File: src/rtl/ifu.sv
// Instruction fetch unit: single-outstanding fetch FSM feeding a 2-entry
// {pc, data} FIFO towards decode, with redirect flush and stale-response
// dropping.
module ifu #(
  parameter int unsigned     XLEN     = 32,
  parameter logic [XLEN-1:0] RESET_PC = '0
) (
  input  logic            clk_i,
  input  logic            rst_n_i,
  input  logic            pc_wr_en_i,
  input  logic [XLEN-1:0] pc_wr_addr_i,
  output logic            iram_req_o,
  output logic [XLEN-1:0] iram_addr_o,
  input  logic            iram_gnt_i,
  input  logic            iram_rvalid_i,
  input  logic [XLEN-1:0] iram_rdata_i,
  output logic            inst_valid_o,
  output logic [XLEN-1:0] inst_data_o,
  output logic [XLEN-1:0] inst_pc_o,
  input  logic            inst_ready_i
);

  localparam logic [XLEN-1:0] ALIGN_MASK = ~XLEN'(3);
  localparam logic [XLEN-1:0] PC_STEP    = XLEN'(4);

  typedef enum logic [1:0] {
    S_IDLE,
    S_REQ,
    S_WAIT
  } state_t;

  state_t          r_state;
  state_t          w_state_nxt;
  logic [XLEN-1:0] r_pc;
  logic [XLEN-1:0] w_pc_nxt;
  logic [XLEN-1:0] r_req_pc;
  logic [XLEN-1:0] w_req_pc_nxt;
  logic            r_drop;
  logic            w_drop_nxt;

  logic [XLEN-1:0] r_fifo_pc   [0:1];
  logic [XLEN-1:0] r_fifo_data [0:1];
  logic            r_wptr;
  logic            r_rptr;
  logic [1:0]      r_cnt;

  logic            w_valid;
  logic            w_pop;
  logic            w_push;
  logic [1:0]      w_cnt_after_pop;
  logic [1:0]      w_cnt_nxt;
  logic [XLEN-1:0] w_redirect_pc;

  // A redirect cancels the pop as well as the push: the whole FIFO is flushed.
  assign w_valid         = (r_cnt != 2'd0);
  assign w_pop           = w_valid & inst_ready_i & ~pc_wr_en_i;
  assign w_push          = (r_state == S_WAIT) & iram_rvalid_i & ~r_drop & ~pc_wr_en_i;
  assign w_cnt_after_pop = r_cnt - {1'b0, w_pop};
  assign w_cnt_nxt       = w_cnt_after_pop + {1'b0, w_push};
  assign w_redirect_pc   = pc_wr_addr_i & ALIGN_MASK;

  assign iram_req_o   = (r_state == S_REQ);
  assign iram_addr_o  = r_pc & ALIGN_MASK;
  assign inst_valid_o = w_valid;
  assign inst_data_o  = w_valid ? r_fifo_data[r_rptr] : '0;
  assign inst_pc_o    = w_valid ? r_fifo_pc[r_rptr]   : '0;

  // Next-state, fetch PC and drop-flag decisions; redirect overrides everything.
  always_comb begin
    w_state_nxt  = r_state;
    w_pc_nxt     = r_pc;
    w_req_pc_nxt = r_req_pc;
    w_drop_nxt   = r_drop;
    if (pc_wr_en_i) begin
      w_pc_nxt = w_redirect_pc;
      unique case (r_state)
        S_REQ: begin
          // A grant in the redirect cycle leaves a response in flight that
          // belongs to the old path; wait for it and throw it away.
          if (iram_gnt_i) begin
            w_state_nxt = S_WAIT;
            w_drop_nxt  = 1'b1;
          end else begin
            w_state_nxt = S_REQ;
          end
        end
        S_WAIT: begin
          if (iram_rvalid_i) begin
            w_state_nxt = S_REQ;
            w_drop_nxt  = 1'b0;
          end else begin
            w_state_nxt = S_WAIT;
            w_drop_nxt  = 1'b1;
          end
        end
        default: begin
          w_state_nxt = S_REQ;
          w_drop_nxt  = 1'b0;
        end
      endcase
    end else begin
      unique case (r_state)
        S_IDLE: begin
          if (w_cnt_after_pop < 2'd2) begin
            w_state_nxt = S_REQ;
          end
        end
        S_REQ: begin
          if (iram_gnt_i) begin
            w_req_pc_nxt = r_pc & ALIGN_MASK;
            w_pc_nxt     = r_pc + PC_STEP;
            w_state_nxt  = S_WAIT;
          end
        end
        S_WAIT: begin
          if (iram_rvalid_i) begin
            if (r_drop) begin
              w_drop_nxt  = 1'b0;
              w_state_nxt = S_REQ;
            end else if (w_cnt_nxt < 2'd2) begin
              w_state_nxt = S_REQ;
            end else begin
              w_state_nxt = S_IDLE;
            end
          end
        end
        default: begin
          w_state_nxt = S_IDLE;
        end
      endcase
    end
  end

  // FSM, fetch PC, outstanding-request PC and drop flag registers.
  always_ff @(posedge clk_i) begin
    if (!rst_n_i) begin
      r_state  <= S_IDLE;
      r_pc     <= RESET_PC;
      r_req_pc <= '0;
      r_drop   <= 1'b0;
    end else begin
      r_state  <= w_state_nxt;
      r_pc     <= w_pc_nxt;
      r_req_pc <= w_req_pc_nxt;
      r_drop   <= w_drop_nxt;
    end
  end

  // Two-entry instruction FIFO; flushed by redirect.
  always_ff @(posedge clk_i) begin
    if (!rst_n_i) begin
      r_wptr <= 1'b0;
      r_rptr <= 1'b0;
      r_cnt  <= 2'd0;
      for (int unsigned i = 0; i < 2; i++) begin
        r_fifo_pc[i]   <= '0;
        r_fifo_data[i] <= '0;
      end
    end else if (pc_wr_en_i) begin
      r_wptr <= 1'b0;
      r_rptr <= 1'b0;
      r_cnt  <= 2'd0;
    end else begin
      if (w_push) begin
        r_fifo_pc[r_wptr]   <= r_req_pc;
        r_fifo_data[r_wptr] <= iram_rdata_i;
        r_wptr              <= ~r_wptr;
      end
      if (w_pop) begin
        r_rptr <= ~r_rptr;
      end
      r_cnt <= w_cnt_nxt;
    end
  end

endmodule

File: config.mk
export PLATFORM = sky130hd
export DESIGN_NAME = ifu
export DESIGN_NICKNAME = d
export VERILOG_FILES = /design/src/rtl/ifu.sv
export SDC_FILE = /design/constraint.sdc
export NUM_CORES = 1
export LEC_CHECK = 0
export CORE_MARGIN = 4
export CORE_UTILIZATION = 45
export DETAILED_ROUTE_END_ITERATION = 6
export MAX_ROUTING_LAYER = met4
export PLACE_DENSITY_LB_ADDON = 0.25
export SYNTH_ARGS = -nofsm -noshare
export SYNTH_HDL_FRONTEND = slang
export SYNTH_SLANG_ARGS = --single-unit
File: constraint.sdc
create_clock -name clk_i -period 15.4 [get_ports clk_i]
set_input_delay 2.31 -clock clk_i [delete_from_list [all_inputs] [get_ports clk_i]]
set_output_delay 2.31 -clock clk_i [all_outputs]
set_load 0.05 [all_outputs]
==> results.cfg <==
[setup_path]
crit_chain = mux2i_1 -> nor2_1 -> clkdlybuf4s50_1
startpoint_type = flip-flop
reg2reg_to = r_fifo_data[1][5]
cp-end-kind = output pin
critical_path_class = flip-flop to output pin
critPathCapture = inst_pc_o[13]
cp_max_fo = 62
r2r_slack_ps = 12870
slowest_stage = dfxtp_4
cp.required_ps = 13090
critPathMaxStageDelay_ps = 1100
worstPathArrival_ps = 2750
reg2reg_depth = 7
reg2reg_from = r_state[0]

[global_routing]
grt_pass1_vias = 5923
grt.total_usage_pct = 18.3
grt_max_degree = 64
overflow = 0
grt_antenna_before_repair = 0
grt_pass1_wl_mm = 31.0

[layout]
nFillCells = 1616
area_delta_synth_final_pct = 26.9
regArea_sq_um = 5090
instances_no_fill = 1207
multi_input_area_sq_um = 3400
nets = 1011
drive_gt1_share_pct = 5.81
final_cell_mix = clkdlybuf4s50_1 (161), and2_1 (125), edfxtp_1 (124)
layout.cells.most_common = clkdlybuf4s50_1
antenna_cells = 0

[clocking]
htreeDepth = 4
cts_tree = done
hold_buffers = 0
cts_num_sinks = 192
clkLatencyLatePin_ps = 420
cts_made_buffers = 17
ctsResizeCount = 0
cts_buffer_depth = 2
post_cts_buffers = 0
cts-root-buf = clkbuf_16
clk_pin_slew_ps = 70

[timing]
relSlewSlack_pct = 25.4
min_period_over_period_pct = 32.9
setup_viol = 0
fmax_ghz = 0.197
skew_ps = 7.08
worstMarginPinSlew_ps = 1120
finalHoldViolCount = 0
rsz0062_at_grt = no
final.min_clock_period_ps = 5060
finalMaxSlewViolations = 0
setup_tns_ps = 0

[die]
io_pins = 168
num_rows = 50
die_x_um = 148
die_h_um = 148
dieArea_sq_um = 21800
start_util_pct = 46.3
core_area_sq_um = 19000

[status]
outcome = finished clean

[logic_synthesis]
yosysSeqAreaShare_pct = 58.0
synth_cell_types = 50
synth-seq-cells = 192
yosysWarnings = 0
synth_ff_type = edfxtp_1
syn-mean-instance-area_sq_um = 10.9
synth-edff-count = 124
syn_area_sq_um = 8770
synthArstFlopShare_pct = 0
syn_inst = 805

[flow_run]
max-cap-violations = 0

[detailed_routing]
routed_wl_mm = 19.1
ant_nets = 0
drtIter0Drc = 336
firstDrtPassIters = 5
drc_errors = 0
vias = 6235
vias_per_cell = 5.17
wire_per_inst_um = 15.8

[placed_design]
io_buffers = 161
dpl.cell_count = 1175
gp_congestion = 0.815
hpwl_mm = 12.0

[pwr]
leakagePower_uw = 0.00376
p_total_uw = 1140
p_per_area_nw_per_um2 = 103
vdd_drop_max_mv = 0.0667

[worst_hold_path]
min_path_type = flip-flop to flip-flop
min_from = r_req_pc[7]
[area by class of cell]
class / count / area share (%)
Clock buffer: 20 / 4.40
Clock inverter: 12 / 1.08
Inverter: 11 / 0.371
Multi-Input combinational cell: 545 / 30.6
Sequential cell: 192 / 45.7
Tap cell: 260 / 2.92
Timing Repair Buffer: 167 / 14.9
[how the worst min path moves through the flow]
stage,depth (start not counted),slack (ps),end
floorplan,2,440,r_req_pc[10]
global placement,2,450,r_req_pc[20]
detailed placement,2,450,r_req_pc[7]
CTS,2,460,r_req_pc[7]
global route,2,490,r_req_pc[20]
finish,2,460,r_req_pc[7]
[where the power goes]
part | internal, uW | switching (uW)
registers | 569 | 16.3
logic | 44.4 | 69.6
clock network | 250 | 196
total | 863 | 281
[registers in the layout, summed over array words and instances (netlist names), named ones only]
name / cells
r_pc: 30
r_rptr: 1
r_cnt: 2
r_req_pc: 30
r_state: 2
r_drop: 1
r_wptr: 1
r_fifo_pc: 60
r_fifo_data: 64
[metal layers]
layer  global-route usage, %  up-vias  share of wire (%)
li1                        -     3108                  -
met1                    24.5     2937                 47
met2                    29.0      176                 47
met3                    3.37       14                5.2
met4                    4.24        0                1.0
met5                       -        -                  0
[kinds of logic after synthesis]
family          count (synthesis)  synth area share, %
flops                         192                 58.0
buf+inv                        71                 3.62
mux                            65                 7.45
simple gates                  347                 21.1
compound gates                109                 7.49
other cells                     1               0.0428
fa+ha+maj                       7                0.999
xor+xnor                       13                 1.30
[synth_stat cells (2+ instances only)]
master    number  share of area [%]
mux2_2         2               0.26
nor4_1         2               0.14
and3_2         2               0.17
inv_1         10               0.43
a21oi_1       35                2.0
nand2_1       76                3.3
and3_1         3               0.21
buf_6          3               0.39
o211ai_1       2               0.17
or3_1          3               0.21
nand3_1       15               0.86
a31oi_1       18                1.3
o31ai_1       13                1.1
or4_1         14                1.2
mux2i_1       63                7.2
o21ai_0       25                1.4
buf_1          3               0.13
dfxtp_1       68                 16
clkbuf_1      43                1.8
xor2_1         9               0.90
buf_2          5               0.29
nand4_4        2               0.49
nand4_1       12               0.86
ha_1           7                1.0
and2_1       125                8.9
a211oi_1       6               0.51
a311oi_1       2               0.20
buf_4          6               0.51
nor2_1        79                3.4
xnor2_1        4               0.40
and4_1         6               0.60
edfxtp_1     124                 42
[stage by stage]
stage	area [sq um]	setup slack [ps]	utilization [%]	hold WS, ps
floorplan	8780	5900	-	440
global placement	10500	10270	55.5	449
detailed placement	10500	10250	55.5	454
CTS	11100	10240	58.7	464
global route	11100	10150	58.7	486
finish	11100	10340	58.7	460
[worst max-delay path: cells and delay by family, from the launching register on]
family / cells / cell delay [ps]
buffers and inverters: 1 / 840
AND/OR/NAND/NOR: 1 / 210
multiplexers: 1 / 170
flip-flops: 1 / 1100
(Power assumes the default switching activity.)
